<file path="src/rtl/imem_fetch_ctrl_pkg.sv">
// Shared definitions for the instruction fetch controller and its consumers.
//
// Contents:
//   DEFAULT_DATA_WIDTH       instruction word width
//   DEFAULT_IMEM_ADDR_WIDTH  imem word-address width
//   DEFAULT_PC_WIDTH         program counter width
//   DEFAULT_RESET_PC         first fetch address after reset
//   fetch_entry_t            {pc, instr} record handed from fetch to decode
package imem_fetch_ctrl_pkg;

  localparam int DEFAULT_DATA_WIDTH = 32;

  localparam int DEFAULT_IMEM_ADDR_WIDTH = 8;

  localparam int DEFAULT_PC_WIDTH = 32;

  localparam logic [31:0] DEFAULT_RESET_PC = 32'h0000_0000;

  typedef struct packed {
    logic [DEFAULT_PC_WIDTH-1:0]   pc;
    logic [DEFAULT_DATA_WIDTH-1:0] instr;
  } fetch_entry_t;

endpackage

</file>
<file path="src/rtl/imem_fetch_ctrl_fifo.sv">
// fetch_fifo: small synchronous FIFO holding fetched {pc, instr} entries.
//
// Ports:
//   clk, rst   clock and synchronous active-high reset
//   flush      empties the FIFO; wins over a push in the same cycle
//   push       write push_data (ignored when full and not popping)
//   push_data  entry to write
//   pop        advance the head (ignored when empty)
//   head       entry at the head (valid when count != 0)
//   count      number of stored entries, 0..DEPTH
module fetch_fifo #(
  parameter type DATA_T = logic [63:0],
  parameter int  DEPTH  = 2
) (
  input  logic                     clk,
  input  logic                     rst,
  input  logic                     flush,
  input  logic                     push,
  input  DATA_T                    push_data,
  input  logic                     pop,
  output DATA_T                    head,
  output logic [$clog2(DEPTH):0]   count
);

  localparam int AW = $clog2(DEPTH);
  localparam int CW = AW + 1;
  localparam logic [CW-1:0] DEPTH_V = CW'(DEPTH);

  DATA_T          mem [DEPTH];
  logic [AW-1:0]  wr_ptr_r;
  logic [AW-1:0]  rd_ptr_r;
  logic           push_ok;
  logic           pop_ok;

  // Qualify push/pop against occupancy so a stray request cannot corrupt the pointers.
  always_comb begin
    pop_ok  = pop && (count != {CW{1'b0}});
    push_ok = push && ((count < DEPTH_V) || pop_ok);
  end

  // Pointer and occupancy update; reset and flush both empty the FIFO.
  always_ff @(posedge clk) begin
    if (rst || flush) begin
      wr_ptr_r <= {AW{1'b0}};
      rd_ptr_r <= {AW{1'b0}};
      count    <= {CW{1'b0}};
    end else begin
      if (push_ok) begin
        wr_ptr_r <= wr_ptr_r + AW'(1'b1);
      end
      if (pop_ok) begin
        rd_ptr_r <= rd_ptr_r + AW'(1'b1);
      end
      count <= count + CW'(push_ok) - CW'(pop_ok);
    end
  end

  // Entry storage; contents are qualified by count so they need no reset.
  always_ff @(posedge clk) begin
    if (push_ok && !flush && !rst) begin
      mem[wr_ptr_r] <= push_data;
    end
  end

  assign head = mem[rd_ptr_r];

endmodule

</file>
<file path="src/rtl/imem_fetch_ctrl.sv">
// imem_fetch_ctrl: drives a synchronous-read instruction memory and feeds
// decode with {pc, instr} over a valid/ready handshake.
//
// Ports:
//   clk, rst              clock and synchronous active-high reset
//   redirect_valid/_pc    load a new fetch PC (low two bits ignored), flushing the pipe
//   imem_address          word address to imem, straight from fetch_pc
//   imem_read_data(_valid) imem response for the address presented last cycle
//   instr_valid/_ready    handshake with decode
//   instr_data, instr_pc  instruction at the FIFO head and its PC (zero when not valid)
//   perf_fetched/_flushed only with IMEM_FETCH_PERF_EN: pops, and entries/inflight
//                         discarded by redirects
//
// Optional feature macro: IMEM_FETCH_PERF_EN.
//
// One fetch may be outstanding. An issue is only made when the FIFO is sure
// to have room for its response, so a push is never lost. A response marked
// invalid is dropped and its PC re-fetched, keeping the stream contiguous.
module imem_fetch_ctrl
  import imem_fetch_ctrl_pkg::*;
#(
  parameter int                    DATA_WIDTH = DEFAULT_DATA_WIDTH,
  parameter int                    ADDR_WIDTH = DEFAULT_IMEM_ADDR_WIDTH,
  parameter int                    PC_WIDTH   = DEFAULT_PC_WIDTH,
  parameter logic [PC_WIDTH-1:0]   RESET_PC   = PC_WIDTH'(DEFAULT_RESET_PC),
  parameter int                    FIFO_DEPTH = 2
) (
  input  logic                  clk,
  input  logic                  rst,
  input  logic                  redirect_valid,
  input  logic [PC_WIDTH-1:0]   redirect_pc,
  output logic [ADDR_WIDTH-1:0] imem_address,
  input  logic [DATA_WIDTH-1:0] imem_read_data,
  input  logic                  imem_read_data_valid,
  output logic                  instr_valid,
  input  logic                  instr_ready,
  output logic [DATA_WIDTH-1:0] instr_data,
  output logic [PC_WIDTH-1:0]   instr_pc
`ifdef IMEM_FETCH_PERF_EN
  ,
  output logic [31:0]           perf_fetched,
  output logic [31:0]           perf_flushed
`endif
);

  localparam int CW = $clog2(FIFO_DEPTH) + 1;
  localparam logic [CW:0] DEPTH_V = (CW + 1)'(FIFO_DEPTH);

  typedef struct packed {
    logic [PC_WIDTH-1:0]   pc;
    logic [DATA_WIDTH-1:0] instr;
  } entry_t;

  logic [PC_WIDTH-1:0] fetch_pc_r;
  logic [PC_WIDTH-1:0] inflight_pc_r;
  logic                inflight_r;
  logic [CW-1:0]       count;
  entry_t              head;
  entry_t              push_entry;
  logic                pop;
  logic                push;
  logic                drop;
  logic                issue;
  logic [CW:0]         occupancy;
  logic                unused_redirect_lsbs;

  assign unused_redirect_lsbs = ^redirect_pc[1:0];

  // Handshake, return handling and issue decision for this cycle.
  always_comb begin
    pop        = instr_valid && instr_ready;
    push       = inflight_r && imem_read_data_valid;
    drop       = inflight_r && !imem_read_data_valid;
    push_entry = '{pc: inflight_pc_r, instr: imem_read_data};
    // Entries the FIFO must still be able to hold after this cycle's pop.
    occupancy  = {1'b0, count} + (CW + 1)'(inflight_r) - (CW + 1)'(pop);
    issue      = !rst && !redirect_valid && !drop && (occupancy < DEPTH_V);
  end

  // Fetch PC and outstanding-request tracking.
  always_ff @(posedge clk) begin
    if (rst) begin
      fetch_pc_r    <= RESET_PC;
      inflight_r    <= 1'b0;
      inflight_pc_r <= {PC_WIDTH{1'b0}};
    end else if (redirect_valid) begin
      fetch_pc_r <= {redirect_pc[PC_WIDTH-1:2], 2'b00};
      inflight_r <= 1'b0;
    end else if (drop) begin
      // Rewind so the dropped word is requested again.
      fetch_pc_r <= inflight_pc_r;
      inflight_r <= 1'b0;
    end else if (issue) begin
      inflight_r    <= 1'b1;
      inflight_pc_r <= fetch_pc_r;
      fetch_pc_r    <= fetch_pc_r + PC_WIDTH'(4);
    end else begin
      inflight_r <= 1'b0;
    end
  end

  assign imem_address = fetch_pc_r[ADDR_WIDTH+1:2];

  fetch_fifo #(
    .DATA_T (entry_t),
    .DEPTH  (FIFO_DEPTH)
  ) u_fifo (
    .clk       (clk),
    .rst       (rst),
    .flush     (redirect_valid),
    .push      (push),
    .push_data (push_entry),
    .pop       (pop),
    .head      (head),
    .count     (count)
  );

  // Decode-facing outputs; zeroed whenever the head is not valid.
  always_comb begin
    instr_valid = (count != {CW{1'b0}});
    if (instr_valid) begin
      instr_data = head.instr;
      instr_pc   = head.pc;
    end else begin
      instr_data = {DATA_WIDTH{1'b0}};
      instr_pc   = {PC_WIDTH{1'b0}};
    end
  end

`ifdef IMEM_FETCH_PERF_EN
  // Performance counters: pops, and work thrown away by redirects.
  always_ff @(posedge clk) begin
    if (rst) begin
      perf_fetched <= 32'h0000_0000;
      perf_flushed <= 32'h0000_0000;
    end else begin
      perf_fetched <= perf_fetched + 32'(pop);
      if (redirect_valid) begin
        // A coinciding pop was delivered, so it is not counted as discarded.
        perf_flushed <= perf_flushed + 32'(count) + 32'(inflight_r) - 32'(pop);
      end else begin
        perf_flushed <= perf_flushed;
      end
    end
  end
`endif

endmodule

</file>
<file path="config.mk">
export PLATFORM = sky130hd
export DESIGN_NAME = imem_fetch_ctrl
export DESIGN_NICKNAME = d
export VERILOG_FILES = /design/src/rtl/imem_fetch_ctrl_pkg.sv /design/src/rtl/imem_fetch_ctrl_fifo.sv /design/src/rtl/imem_fetch_ctrl.sv
export SDC_FILE = /design/constraint.sdc
export NUM_CORES = 1
export LEC_CHECK = 0
export ABC_AREA = 1
export BUFFER_PORTS_ARGS = -buffer_cell sky130_fd_sc_hd__buf_2
export CORE_MARGIN = 1
export CORE_UTILIZATION = 55
export DETAILED_ROUTE_END_ITERATION = 6
export PLACE_DENSITY = 0.82
export SYNTH_ARGS = -nofsm -noshare
export SYNTH_HDL_FRONTEND = slang
export SYNTH_HIERARCHICAL = 1
export SYNTH_SLANG_ARGS = --single-unit
</file>
<file path="constraint.sdc">
create_clock -name clk -period 15.1 [get_ports clk]
set_input_delay 0.755 -clock clk [delete_from_list [all_inputs] [get_ports clk]]
set_output_delay 0.755 -clock clk [all_outputs]
set_load 0.01 [all_outputs]
</file>
# After elaboration in Yosys (flattened, before gate mapping)

Memories as Yosys holds them, arrays and structs flattened. A register that Yosys moved wholly into a read port is not among the register bits.
Index checks and enable logic that the tools add are counted.

Bits in registers: 69
Bits in latches: 0
Memory bits (writable): 128
ROM bits: 0
Output and inout port bits: 73
Memories: 1

Memories:

| memory     | words | width | read ports | clocked after Yosys merged registers in | write ports | RTL line                   | text |
|---|---|---|---|---|---|---|---|
| u_fifo.mem | 2     | 64    | 1          | 1                                       | 1           | imem_fetch_ctrl_fifo.sv:29 | `DATA_T mem [DEPTH];` |

Add/sub/neg operators: 7
Multiply operators: 0
Div/mod/pow operators: 0
Order comparisons: 2
Eq/ne operators: 0
Shift operators: 0
Muxes and demuxes: 10
Bitwise operators: 2
Reductions and logical operators: 22

Operators by type and width:

| operator                                           | count |
|---|---|
| two-way mux 32 bit                                 | 5 |
| adder 32 x 3 -> 32 bit, second input constant      | 1 |
| logical AND 1 bit                                  | 10 |
| two-way mux 1 bit                                  | 5 |
| zero test 1 bit                                    | 4 |
| nonzero test 2 bit                                 | 2 |
| adder 2 x 1 -> 3 bit                               | 1 |
| < comparator 3 x 2 -> 1 bit, second input constant | 1 |
| AND reduction 3 bit                                | 1 |
| nonzero test 3 bit                                 | 1 |
| OR reduction 3 bit                                 | 1 |
| subtractor 3 x 1 -> 3 bit                          | 1 |
| adder 1 bit, second input constant                 | 2 |
| adder 2 x 1 -> 2 bit                               | 1 |
| logical OR 1 bit                                   | 2 |
| < comparator 2 bit, second input constant          | 1 |
| inverter 1 bit                                     | 2 |
| OR reduction 2 bit                                 | 1 |
| subtractor 2 x 1 -> 2 bit                          | 1 |

# Depth between registers and ports, before layout

Gate-level depths: netlist (run 1).

Word-level depth: 9
Depth in mapped cells: 16

# By module

The synthesis (run 1) kept the hierarchy.

Modules (own cells, without submodules):

| module          | times used | cells each | area each (sq um) |
|---|---|---|---|
| fetch_fifo      | 1          | 238        | 5175.0 |
| imem_fetch_ctrl | 1          | 714        | 4255.3 |

# Worst setup path after synthesis (run 1)

No wires, ideal clock.

Path type: register to register
From: reg u_fifo.count[1]
To: mem u_fifo/mem[1][0] in the netlist's numbering, enable pin
Setup time: 0.565 ns
Arrival time: 5.625 ns
Setup slack: 8.910 ns
Stages on the path, launching flop included: 9
Clock period less this slack: 6.190 ns
Path through: dfxtp_1 > nor2_1 > clkbuf_1 > buf_1 > nor2_1 > inv_1 > nand2_1 > nand2_1 > nor3_1

Longest elaborated chain between the ends: 9
Elaborated cells between the ends (all ways): 10
Classes of those cells: 1 x order compare; 2 x mux; 7 x reduce/logical

RTL lines:

| element                                 | RTL line                   | text |
|---|---|---|
| start, declared                         | imem_fetch_ctrl_fifo.sv:22 | `output logic [$clog2(DEPTH):0] count` |
| start signal, assigned                  | imem_fetch_ctrl_fifo.sv:46 | `count <= {CW{1'b0}};` |
| start signal, assigned                  | imem_fetch_ctrl_fifo.sv:54 | `count <= count + CW'(push_ok) - CW'(pop_ok);` |
| nonzero test 2 bit                      | imem_fetch_ctrl.sv:120     | `instr_valid = (count != {CW{1'b0}});` |
| logical AND 1 bit                       | imem_fetch_ctrl.sv:71      | `pop = instr_valid && instr_ready;` |
| net pop                                 | imem_fetch_ctrl.sv:60      | `logic pop;` |
| logical AND 1 bit                       | imem_fetch_ctrl_fifo.sv:37 | `pop_ok = pop && (count != {CW{1'b0}});` |
| logical OR 1 bit                        | imem_fetch_ctrl_fifo.sv:38 | `push_ok = push && ((count < DEPTH_V) \|\| pop_ok);` |
| logical AND 1 bit                       | imem_fetch_ctrl_fifo.sv:38 |  |
| logical AND 1 bit (2 in series)         | imem_fetch_ctrl_fifo.sv:60 | `if (push_ok && !flush && !rst) begin` |
| two-way mux 1 bit                       | imem_fetch_ctrl_fifo.sv:60 |  |
| two-way mux 1 bit (not written as such) | imem_fetch_ctrl_fifo.sv:61 | `mem[wr_ptr_r] <= push_data;` |
| end, declared                           | imem_fetch_ctrl_fifo.sv:29 |  |

The timed path passes the listed nets, and every way through them passes these cells.

# Worst setup path after layout (run 1)

From: reg u_fifo.count[1]
To: reg fetch_pc_r[31]

Longest elaborated chain between the ends: 6
Elaborated cells between the ends (all ways): 7
Classes of those cells: 2 x add/sub; 1 x order compare; 4 x reduce/logical

RTL lines:

| element                             | RTL line               | text |
|---|---|---|
| nonzero test 2 bit                  | imem_fetch_ctrl.sv:120 |  |
| logical AND 1 bit                   | imem_fetch_ctrl.sv:71  |  |
| net pop                             | imem_fetch_ctrl.sv:60  |  |
| subtractor 3 x 1 -> 3 bit           | imem_fetch_ctrl.sv:76  | `occupancy = {1'b0, count} + (CW + 1)'(inflight_r) - (CW + 1)'(pop);` |
| < comparator 3 x 2 -> 1 bit         | imem_fetch_ctrl.sv:77  | `issue = !rst && !redirect_valid && !drop && (occupancy < DEPTH_V);` |
| logical AND 1 bit                   | imem_fetch_ctrl.sv:77  |  |
| nonzero test 3 bit (no source line) | --                     |  |
| end signal, assigned                | imem_fetch_ctrl.sv:87  | `fetch_pc_r <= {redirect_pc[PC_WIDTH-1:2], 2'b00};` |
| end signal, assigned                | imem_fetch_ctrl.sv:91  | `fetch_pc_r <= inflight_pc_r;` |
| end signal, assigned                | imem_fetch_ctrl.sv:96  | `fetch_pc_r <= fetch_pc_r + PC_WIDTH'(4);` |
| end, declared                       | imem_fetch_ctrl.sv:54  | `logic [PC_WIDTH-1:0] fetch_pc_r;` |

The timed path passes the listed nets, and every way through them passes these cells.
A chain may end at the register's enable or synchronous reset.

==> results of run 1 <==
routing by layer:
layer | vias to the layer above | GRT usage (%)
met3 | 29 | 4.44
met4 | 0 | 8.11
met2 | 286 | 37.1
met5 | - | 0
li1 | 3366 | -
met1 | 3172 | 29.7
power by group through the flow:
stage                     registers, mW  logic (mW)  clock network, mW
after floorplan                   0.618      0.0618                  0
after detailed placement          0.624      0.0839                  0
after global routing              0.615      0.0963              0.511
final                             0.612      0.0850              0.484
after global placement            0.622      0.0809                  0
after CTS                         0.612      0.0847              0.490
cell usage after synthesis, types with 3 or more instances:
| library cell | count |
|---|---|
| nand2_1 | 137 |
| edfxtp_1 | 128 |
| nor2_1 | 125 |
| inv_1 | 121 |
| a21oi_1 | 98 |
| o21ai_0 | 81 |
| dfxtp_1 | 70 |
| mux2_4 | 60 |
| nand3_1 | 32 |
| clkbuf_1 | 22 |
| buf_4 | 12 |
| buf_12 | 6 |
| nor2_4 | 6 |
| buf_2 | 5 |
| xnor2_1 | 5 |
| buf_6 | 4 |
| ha_1 | 4 |
| mux2_2 | 4 |
| inv_2 | 3 |
| nand2_2 | 3 |
| nor3_1 | 3 |
through the flow:
step	util [%]	cells	total power [mW]
finish	64.4	1298	1.18
global route	64.4	1298	1.22
detailed placement	60.6	1266	0.708
floorplan	-	952	0.679
CTS	64.4	1298	1.19
global placement	60.6	1266	0.703
worst register-to-register path, cell delays in order (launching register included):
cell	delay, ns
dfxtp_1	0.52
nor2_4	0.05
nor2_1	0.18
ha_1	0.26
or2_2	0.30
fa_1	0.48
a21boi_0	0.22
nand2_2	0.38
nand2_4	0.48
inv_2	0.32
a21oi_1	0.33
a21oi_1	0.11
cell families after synthesis:
logic type	share of synthesized area (%)
compound gates	10.1
xor+xnor	0.557
fa+ha+maj	0.743
buf+inv	8.96
flops	55.6
mux	10.0
simple gates	14.0
cell type report:
type / instances / share of cell area (%)
Clock inverter: 9 / 1.63
Timing Repair Buffer: 144 / 6.84
Inverter: 126 / 4.46
Sequential cell: 198 / 49.0
Multi-Input combinational cell: 578 / 31.3
Tap cell: 220 / 2.57
Clock buffer: 23 / 4.27
sequential cells by signal, indices dropped and copies added (netlist names), named ones only:
register / flops
u_fifo/mem: 128
inflight_pc_r: 32
fetch_pc_r: 30
u_fifo/count: 2
inflight_r: 1
u_fifo/rd_ptr_r: 1
u_fifo/wr_ptr_r: 1
worst min path at each step:
stage | from | to | slack [ns]
after floorplan | inflight_pc_r[5] | u_fifo/mem[0][37] | 0.43
after global placement | inflight_pc_r[5] | u_fifo/mem[0][37] | 0.43
after detailed placement | inflight_pc_r[10] | u_fifo/mem[0][42] | 0.44
after CTS | inflight_pc_r[9] | u_fifo/mem[0][41] | 0.46
after global routing | inflight_pc_r[11] | u_fifo/mem[1][43] | 0.47
final | inflight_pc_r[11] | u_fifo/mem[1][43] | 0.46
==> flow_summary.json, run 1 <==
{
  "timing.critical_path.buf_inv": 1,
  "hpwlAfterDp_um": 12700,
  "p_seq_share_pct": 51.8,
  "synth_ff_type": "edfxtp_1",
  "cts_hold_buffers": 0,
  "initial_utilization_pct": 56.7,
  "cts.clk_slew.worst_paths_ns": 0.07,
  "timing.clock.skew_ns": 0.0105,
  "multi_input_comb_area_um2": 3350,
  "postSynthCellCount": 952,
  "firstDrtPassIters": 5,
  "post_drt_via_cell_ratio": 5.28,
  "vdd_ir_drop_max_mv": 0.0855,
  "timing.final.crit_share_pct": 24.9,
  "setup.worst_path.start_class": "register",
  "number_of_synthesized_flops_with_an_enable_pin": 128,
  "detail_route.wl_per_cell_um": 14.8,
  "layout_common_cells": "buf_2 (139), nand2_1 (137), edfxtp_1 (128), nor2_1 (124), inv_1 (120)",
  "layout.cell_area.non_filler_um2": 10700,
  "tritoncts.num_buffers": 17,
  "antenna_violations_before_repair": 0,
  "height_of_the_chip_um": 133,
  "hold_ws_ns": 0.458,
  "register_area_um2": 5250,
  "drv.max_cap_violation_count": 0,
  "cpLargestDelayFamily": "simple AND/OR/NAND/NOR gates",
  "drtIter0Drc": 536,
  "totalNegativeSetupSlack_ns": 0,
  "power.density_nw_per_um2": 110,
  "arrival_ns": 4.07,
  "synth-async-reset-ratio_pct": 0,
  "synth_area_leader_cell": "edfxtp_1",
  "remaining_drc_errors": 0,
  "routed_wl_um": 19300,
  "grt.total_usage_pct": 22.6,
  "clock_tree.root_cell": "clkbuf_16",
  "cts_resized": 0,
  "p_int_uw": 924,
  "critical_path_origin": "u_fifo/count[1]",
  "ys.warnings.count": 6,
  "netlist_top_cells_area": "edfxtp_1 (41%), dfxtp_1 (15%), mux2_4 (9.6%)",
  "period_minus_slack_ns": 3.76,
  "synth_area_um2": 9430,
  "outcome": "finished, final reports clean",
  "hold_class": "register to register",
  "dr.max_layer_used": "met4",
  "comb_power_share_pct": 7.2,
  "drt.antenna.violating_nets": 0,
  "clkSinkCount": 198,
  "swShare_pct": 21.8,
  "global_route_wire_length_before_repair_um": 31000,
  "whs_path_depth": 0,
  "setup.worst_path.end_class": "register",
  "via_count_of_the_first_global_routing_pass": 6313,
  "critical_path.reg2reg.startpoint": "u_fifo/count[1]",
  "cp_data_required_time_ns": 15.41,
  "vias": 6853,
  "worst_slack_ns": 11.34,
  "count_of_cell_instances_traversed_by_the_critical_path": 11,
  "m1WireLength_um": 8630,
  "n_fill_cell": 1352,
  "fp.coreArea_um2": 16600,
  "diodes": 0,
  "placementRows": 47,
  "grt_start_max_net_pins": 66,
  "count_of_endpoints_failing_hold_in_the_final_timing_report": 0,
  "clock.fmax_ghz": 0.266,
  "dp_worst_setup_slack_ns": 11.09,
  "critPathSlowestCell": "dfxtp_1",
  "gp_congestion": 0.857,
  "die_w_um": 133,
  "grt_overflow": 0,
  "type_of_the_worst_setup_path": "register to register",
  "timing.reg2reg.setup_slack_ns": 11.34,
  "met3WireLength_um": 1240,
  "worstSkewPairLatency_ns": 0.43,
  "leakagePower_nw": 4.54,
  "syn_avg_cell_area_um2": 9.91,
  "synth.yosys.seq_area_share_pct": 55.6,
  "slowest_delay_ns": 0.52,
  "sw_pwr_uw": 258,
  "tightestPinTransition_ns": 1.06,
  "synth_nets": 1026,
  "cts.repair_timing.setup_buffer_count": 0,
  "r2r-end": "fetch_pc_r[31]",
  "share_of_final_layout_standard_cells_stronger_than_drive_strength_1_pct": 23.7,
  "report.final.setup_viol": 0,
  "maxSlewHeadroom_pct": 28.7,
  "clock_tree.htree_level_count": 4,
  "cp_max_fo": 34,
  "fin_nets": 1139,
  "leading_cell_type_in_the_layout_fill_and_taps_excluded": "buf_2",
  "crit_chain": "nor2_4, nor2_1, ha_1, or2_2, fa_1, a21boi_0, nand2_2, nand2_4, inv_2, a21oi_1, a21oi_1",
  "r2r.worst_path.cells": 11,
  "timing.final.max_slew_violations": 0,
  "port_buffers": 139,
  "top_cell_type_s_share_of_synthesized_area_pct": 40.8,
  "ffs_latches_synth": 198,
  "grt_setup_unrepaired": "no",
  "postPlaceCellArea_um2": 10100,
  "area_growth_pct": 13.7,
  "num_io_pins": 142,
  "clock_tree_from_tritoncts": "built",
  "worst_setup_path_endpoint": "fetch_pc_r[31]",
  "detailroute.wirelength.met2_um": 9040,
  "crit_path_frequent_cell": "a21oi_1",
  "synth.lib_cells_used.distinct": 38,
  "clock_power_share_pct": 41.0,
  "dieArea_um2": 17700,
  "max-clock-path-buffers": 2
}
Power figures use the tool's default switching activity.
==> run 2, diff against run 1 <==
Settings changed: CORE_UTILIZATION 55 to 52.
Clock period 15.1 ns to 3.4 ns, I/O delays scaled along.
==> run 2 against run 1 <==
Against the previous run: first-iteration DRC count increased by 6.9%; largest power group unchanged; core utilization decreased by 1.2 points; non-clock buffer count increased by 41; die area increased by 5.7%; clock power grew to 3.8 times the previous value.
==> flow_summary.json, run 2 (synthesis results as in run 1) <==
{
  "critical_path.reg2reg.startpoint": "u_fifo/count[1]",
  "tightestPinTransition_ns": 0.934,
  "outcome": "finished, final reports clean",
  "worst_slack_ns": 0.411,
  "port_buffers": 139,
  "diodes": 0,
  "grt.total_usage_pct": 21.7,
  "period_minus_slack_ns": 2.99,
  "drv.max_cap_violation_count": 0,
  "tritoncts.num_buffers": 17,
  "clock_tree.root_cell": "clkbuf_16",
  "vdd_ir_drop_max_mv": 0.362,
  "routed_wl_um": 19900,
  "hpwlAfterDp_um": 13100,
  "clock_tree_from_tritoncts": "built",
  "share_of_final_layout_standard_cells_stronger_than_drive_strength_1_pct": 23.9,
  "r2r.worst_path.cells": 11,
  "setup.worst_path.end_class": "register",
  "min_delay_worst_endpoint": "fetch_pc_r[8]",
  "max-clock-path-buffers": 2,
  "firstDrtPassIters": 6,
  "global_route_wire_length_before_repair_um": 31200,
  "die_w_um": 137,
  "clock_tree.htree_level_count": 4,
  "type_of_the_worst_setup_path": "register to register",
  "post_drt_via_cell_ratio": 5.21,
  "hold_start": "redirect_pc[8]",
  "dieArea_um2": 18700,
  "cp_data_required_time_ns": 3.72,
  "leakagePower_nw": 4.69,
  "totalNegativeSetupSlack_ns": 0,
  "timing.final.max_slew_violations": 0,
  "grt_start_max_net_pins": 66,
  "final_core_utilization_pct": 63.2,
  "placementRows": 48,
  "clock.fmax_ghz": 0.335,
  "antenna_violations_before_repair": 0,
  "largest_reg_flops": 128,
  "fp.coreArea_um2": 17500,
  "layout.cell_area.non_filler_um2": 11000,
  "r2r-end": "fetch_pc_r[18]",
  "initial_utilization_pct": 54.0,
  "whs_path_depth": 3,
  "cp_max_fo": 27,
  "layout_common_cells": "buf_2 (139), nand2_1 (137), edfxtp_1 (128), nor2_1 (124), inv_1 (120)",
  "hold_ws_ns": 0.0161,
  "largestRegisters": "u_fifo/mem x128, inflight_pc_r x32, fetch_pc_r x30",
  "timing.reg2reg.setup_slack_ns": 0.41,
  "remaining_drc_errors": 0,
  "hold_class": "input port to register",
  "postPlaceCellArea_um2": 10200,
  "regMostFlops": "u_fifo/mem",
  "drtIter0Drc": 573,
  "setup.worst_path.start_class": "register",
  "worstSkewPairLatency_ns": 0.43,
  "clkSinkCount": 198,
  "power.density_nw_per_um2": 448,
  "count_of_endpoints_failing_hold_in_the_final_timing_report": 0,
  "dp_worst_setup_slack_ns": 0.232,
  "maxSlewHeadroom_pct": 37.7,
  "via_count_of_the_first_global_routing_pass": 6393,
  "num_io_pins": 142,
  "gp_congestion": 0.887,
  "area_growth_pct": 17.2,
  "timing.final.crit_share_pct": 87.9,
  "leading_cell_type_in_the_layout_fill_and_taps_excluded": "buf_2",
  "report.final.setup_viol": 0,
  "arrival_ns": 3.31,
  "height_of_the_chip_um": 137,
  "timing.clock.skew_ns": 0.0117,
  "grt_overflow": 0,
  "vias": 7003,
  "cts.clk_slew.worst_paths_ns": 0.07,
  "fin_nets": 1180,
  "grt_setup_unrepaired": "no",
  "detail_route.wl_per_cell_um": 14.8,
  "drt.antenna.violating_nets": 0
}
## run 2: cell types whose count changed in the layout (fill, tap and decap cells not counted), sizes merged
cell / before / now
inv: 125 / 129
dlygate4sd3: 0 / 32
clkinv: 5 / 9
clkinvlp: 0 / 2
clkbuf: 23 / 18
bufinv: 5 / 0
buf: 144 / 153
## run 2: metrics by stage
step                      std cells  total power, mW
after global routing           1344             5.13
after global placement         1277             3.13
after floorplan                 952             3.02
after CTS                      1341             4.97
after detailed placement       1277             3.15
final                          1344             4.95
## run 2: power breakdown
part | switching [mW] | internal, mW | total [mW] | leakage [nW]
sequential | 0.0833 | 2.64 | 2.72 | 1.72
combinational | 0.244 | 0.173 | 0.417 | 2.71
clock | 0.876 | 0.941 | 1.82 | 0.257
total | 1.20 | 3.75 | 4.95 | 4.69
## run 2: how the worst max path moves through the flow
stage / start / to
after global placement: u_fifo/count[1] / fetch_pc_r[20]
after global routing: u_fifo/count[1] / fetch_pc_r[24]
after CTS: u_fifo/count[1] / fetch_pc_r[25]
final: u_fifo/count[1] / fetch_pc_r[18]
after floorplan: u_fifo/count[1] / u_fifo/mem[1][0]
after detailed placement: u_fifo/count[1] / fetch_pc_r[28]
## run 2: routing by layer
| metal | GRT usage (%) | wire length [um] | vias to the layer above |
|---|---|---|---|
| met5 | 0 | 0 | - |
| met4 | 7.53 | 362 | 0 |
| met1 | 27.7 | 8500 | 3237 |
| met2 | 36.9 | 9610 | 269 |
| met3 | 4.15 | 1410 | 35 |
| li1 | - | - | 3462 |
## run 2: worst max-delay path, stage by stage, from the launching register on
cell and delay, ns:
dfxtp_1 0.50, nor2_4 0.05, nor2_1 0.18, ha_1 0.26
or2_2 0.30, fa_1 0.49, a21boi_0 0.22, nand2_2 0.14
nand2_4 0.17, inv_2 0.24, a21oi_1 0.23, a21oi_1 0.08
## run 2: area by class of cell
type	count	area [um2]
Inverter	126	480
Clock inverter	14	103
Sequential cell	198	5250
Fill cell	1391	6430
Clock buffer	18	429
Multi-Input combinational cell	578	3360
Tap cell	225	282
Timing Repair Buffer	185	1150
## run 2: repair_timing
item | 4_1_cts | 5_1_grt
hold buffers | 32 | 0
gates resized for setup | 0 | 2
setup endpoints to repair | 0 | 43
buffers inserted | 0 | 3
endpoints found under the hold margin | 64 | 0
==> run 3, diff against run 2 <==
Settings changed: CORE_UTILIZATION 52 to 51, PLACE_DENSITY 0.82 to 0.81, SYNTH_HIERARCHICAL 1 to unset.
==> run 3 against run 2 <==
Against the previous run: combinational power is 18% higher; power increased by 6.6%; register-to-register slack improved by 0.12 ns; synthesized cell count is 1.1% higher; core utilization fell by 0.46 points; critical path type unchanged; largest cell class unchanged.
==> flow_summary.json, run 3 <==
{
  "yosys.area_share.adder_pct": 0.787,
  "final_core_utilization_pct": 62.8,
  "count_of_endpoints_failing_hold_in_the_final_timing_report": 0,
  "p_seq_share_pct": 52.1,
  "via_count_of_the_first_global_routing_pass": 6581,
  "vias": 7079,
  "worstSkewPairLatency_ns": 0.43,
  "period_minus_slack_ns": 2.87,
  "drt.antenna.violating_nets": 0,
  "fin_nets": 1174,
  "largest_reg_flops": 128,
  "die_w_um": 134,
  "regMostFlops": "u_fifo.mem",
  "cp_max_fo": 36,
  "grt_overflow": 0,
  "ffs_latches_synth": 198,
  "met3WireLength_um": 1170,
  "dr.max_layer_used": "met4",
  "post_drt_via_cell_ratio": 5.31,
  "crit_path_frequent_cell": "nor2_1",
  "synth_mux_area_share_pct": 0,
  "drv.max_cap_violation_count": 0,
  "tritoncts.num_buffers": 17,
  "cpLargestDelayFamily": "simple AND/OR/NAND/NOR gates",
  "netlist_top_cells_area": "edfxtp_1 (43%), dfxtp_1 (16%), nand2_1 (10%)",
  "initial_utilization_pct": 52.9,
  "number_of_synthesized_flops_with_an_enable_pin": 128,
  "synth_area_um2": 8900,
  "maxSlewHeadroom_pct": 39.5,
  "grt_start_max_net_pins": 66,
  "firstDrtPassIters": 5,
  "clock_tree.root_cell": "clkbuf_16",
  "hold_class": "input port to register",
  "fp.coreArea_um2": 16800,
  "clock.fmax_ghz": 0.349,
  "grt_setup_unrepaired": "no",
  "height_of_the_chip_um": 134,
  "hpwlAfterDp_um": 12900,
  "register_area_um2": 5250,
  "totalNegativeSetupSlack_ns": 0,
  "comb_power_share_pct": 9.3,
  "timing.critical_path.buf_inv": 2,
  "syn_avg_cell_area_um2": 9.25,
  "synth.lib_cells_used.distinct": 39,
  "synth_area_leader_cell": "edfxtp_1",
  "post_synth_and_or_nand_nor_area_fraction_pct": 18.4,
  "multi_input_comb_area_um2": 3080,
  "max-clock-path-buffers": 2,
  "n_fill_cell": 1394,
  "synth-compound-area-share_pct": 14.4,
  "clock_tree_from_tritoncts": "built",
  "leading_cell_type_in_the_layout_fill_and_taps_excluded": "nand2_1",
  "setup.worst_path.end_class": "register",
  "diodes": 0,
  "leading_post_synthesis_cells_by_instance_count": "nand2_1 (240), edfxtp_1 (128), a21oi_1 (118)",
  "share_of_final_layout_standard_cells_stronger_than_drive_strength_1_pct": 19.4,
  "outcome": "finished, final reports clean",
  "largestRegisters": "u_fifo.mem x128, inflight_pc_r x32, fetch_pc_r x30",
  "cts_resized": 0,
  "placementRows": 47,
  "tightestPinTransition_ns": 0.906,
  "area_growth_pct": 18.6,
  "sw_pwr_mw": 1.28,
  "synth.most_common_cell": "nand2_1",
  "detailroute.wirelength.met2_um": 9580,
  "m1WireLength_um": 9290,
  "post-layout-total-power_mw": 5.28,
  "slowest_delay_ns": 0.50,
  "power.density_nw_per_um2": 500,
  "swShare_pct": 24.2,
  "remaining_drc_errors": 0,
  "drtIter0Drc": 551,
  "timing.final.max_slew_violations": 0,
  "vdd_ir_drop_max_mv": 0.390,
  "dieArea_um2": 18000,
  "report.final.setup_viol": 0,
  "clock_power_share_pct": 38.7,
  "postSynthCellCount": 962,
  "gp_congestion": 0.935,
  "antenna_violations_before_repair": 0,
  "timing.final.crit_share_pct": 84.3,
  "p_int_mw": 4.01,
  "post_synth_xor_xnor_area_pct": 0.787,
  "dp_cells": 1269,
  "layout_common_cells": "nand2_1 (240), buf_2 (139), edfxtp_1 (128), a21oi_1 (118)",
  "num_io_pins": 142,
  "clkSinkCount": 198,
  "synth_ff_type": "edfxtp_1",
  "synth.yosys.seq_area_share_pct": 58.9,
  "leakagePower_nw": 4.32,
  "grt.total_usage_pct": 23.3,
  "port_buffers": 139,
  "cts.clk_slew.worst_paths_ns": 0.07,
  "arrival_ns": 3.19,
  "top_cell_type_s_share_of_synthesized_area_pct": 43.2,
  "post_layout_nonfiller_instances": 1333,
  "critPathSlowestCell": "dfxtp_1",
  "timing.clock.skew_ns": 0.00909,
  "clock_tree.htree_level_count": 4,
  "routed_wl_um": 20400,
  "detail_route.wl_per_cell_um": 15.3,
  "synth_nets": 1036,
  "global_route_wire_length_before_repair_um": 32700,
  "setup.worst_path.start_class": "register",
  "crit_chain": "nor2_4, nor2_1, ha_1, inv_1, nand2_1, fa_1, xor2_1, nor2_2, nand3_4, nand2_4, inv_1, nor2_1, nor2_1",
  "synth_top_family_by_area": "simple AND/OR/NAND/NOR gates",
  "type_of_the_worst_setup_path": "register to register",
  "synth-async-reset-ratio_pct": 0,
  "ys.warnings.count": 0,
  "cp_data_required_time_ns": 3.73
}
run 3: power by group through the flow:
| stage | clock network [mW] | registers [mW] | logic (mW) |
|---|---|---|---|
| floorplan | 0 | 2.76 | 0.343 |
| global placement | 0 | 2.79 | 0.443 |
| CTS | 2.07 | 2.75 | 0.488 |
| global route | 2.17 | 2.76 | 0.551 |
| finish | 2.04 | 2.75 | 0.490 |
| detailed placement | 0 | 2.80 | 0.456 |
run 3: cell type report:
type / instances / area share [%]
repair buffers: 178 / 10.2
clock buffers: 17 / 4.03
multi-input cells: 634 / 29.2
flip-flops and latches: 198 / 49.7
inverters: 71 / 2.55
well taps: 220 / 2.61
clock inverters: 15 / 1.68
run 3: what timing repair did:
| item | in CTS | in global routing |
|---|---|---|
| setup buffers | 0 | 0 |
| endpoints found under the hold margin | 64 | 0 |
| hold buffers | 32 | 0 |
run 3: kinds of logic after synthesis:
| group | count (synthesis) |
|---|---|
| XOR/XNOR | 8 |
| AO/OA/AOI/OAI | 241 |
| AND/OR/NAND/NOR | 380 |
| adder cells (fa/ha/maj) | 5 |
| flip-flops | 198 |
| buffers and inverters | 130 |
run 3: layer usage:
layer / up-vias / global-route usage, %
li1: 3526 / -
met3: 32 / 3.70
met1: 3276 / 32.2
met4: 0 / 8.49
met5: - / 0
met2: 245 / 37.2
run 3: worst min-delay path, cell delays in order:
cell and delay (ns):
buf_2 0.08, o22ai_1 0.06, a21oi_1 0.11
run 3: path summary, 6_finish.rpt:
kind	start	to	slack, ns	cells after the start
setup reg to reg	u_fifo.count[1]	fetch_pc_r[6]	0.53	13
hold reg to reg	u_fifo.rd_ptr_r	register	0.46	1
hold / removal	redirect_pc[5]	fetch_pc_r[5]	0.03	3
setup / recovery	u_fifo.count[1]	fetch_pc_r[6]	0.53	13
run 3: metrics by stage:
step,hold slack (ns),area [um2],setup WS [ns]
floorplan,0.269,8910,0.473
global placement,0.358,9630,0.572
detailed placement,0.362,9630,0.532
CTS,0.0110,10600,0.523
global route,0.0386,10600,0.231
finish,0.0261,10600,0.535
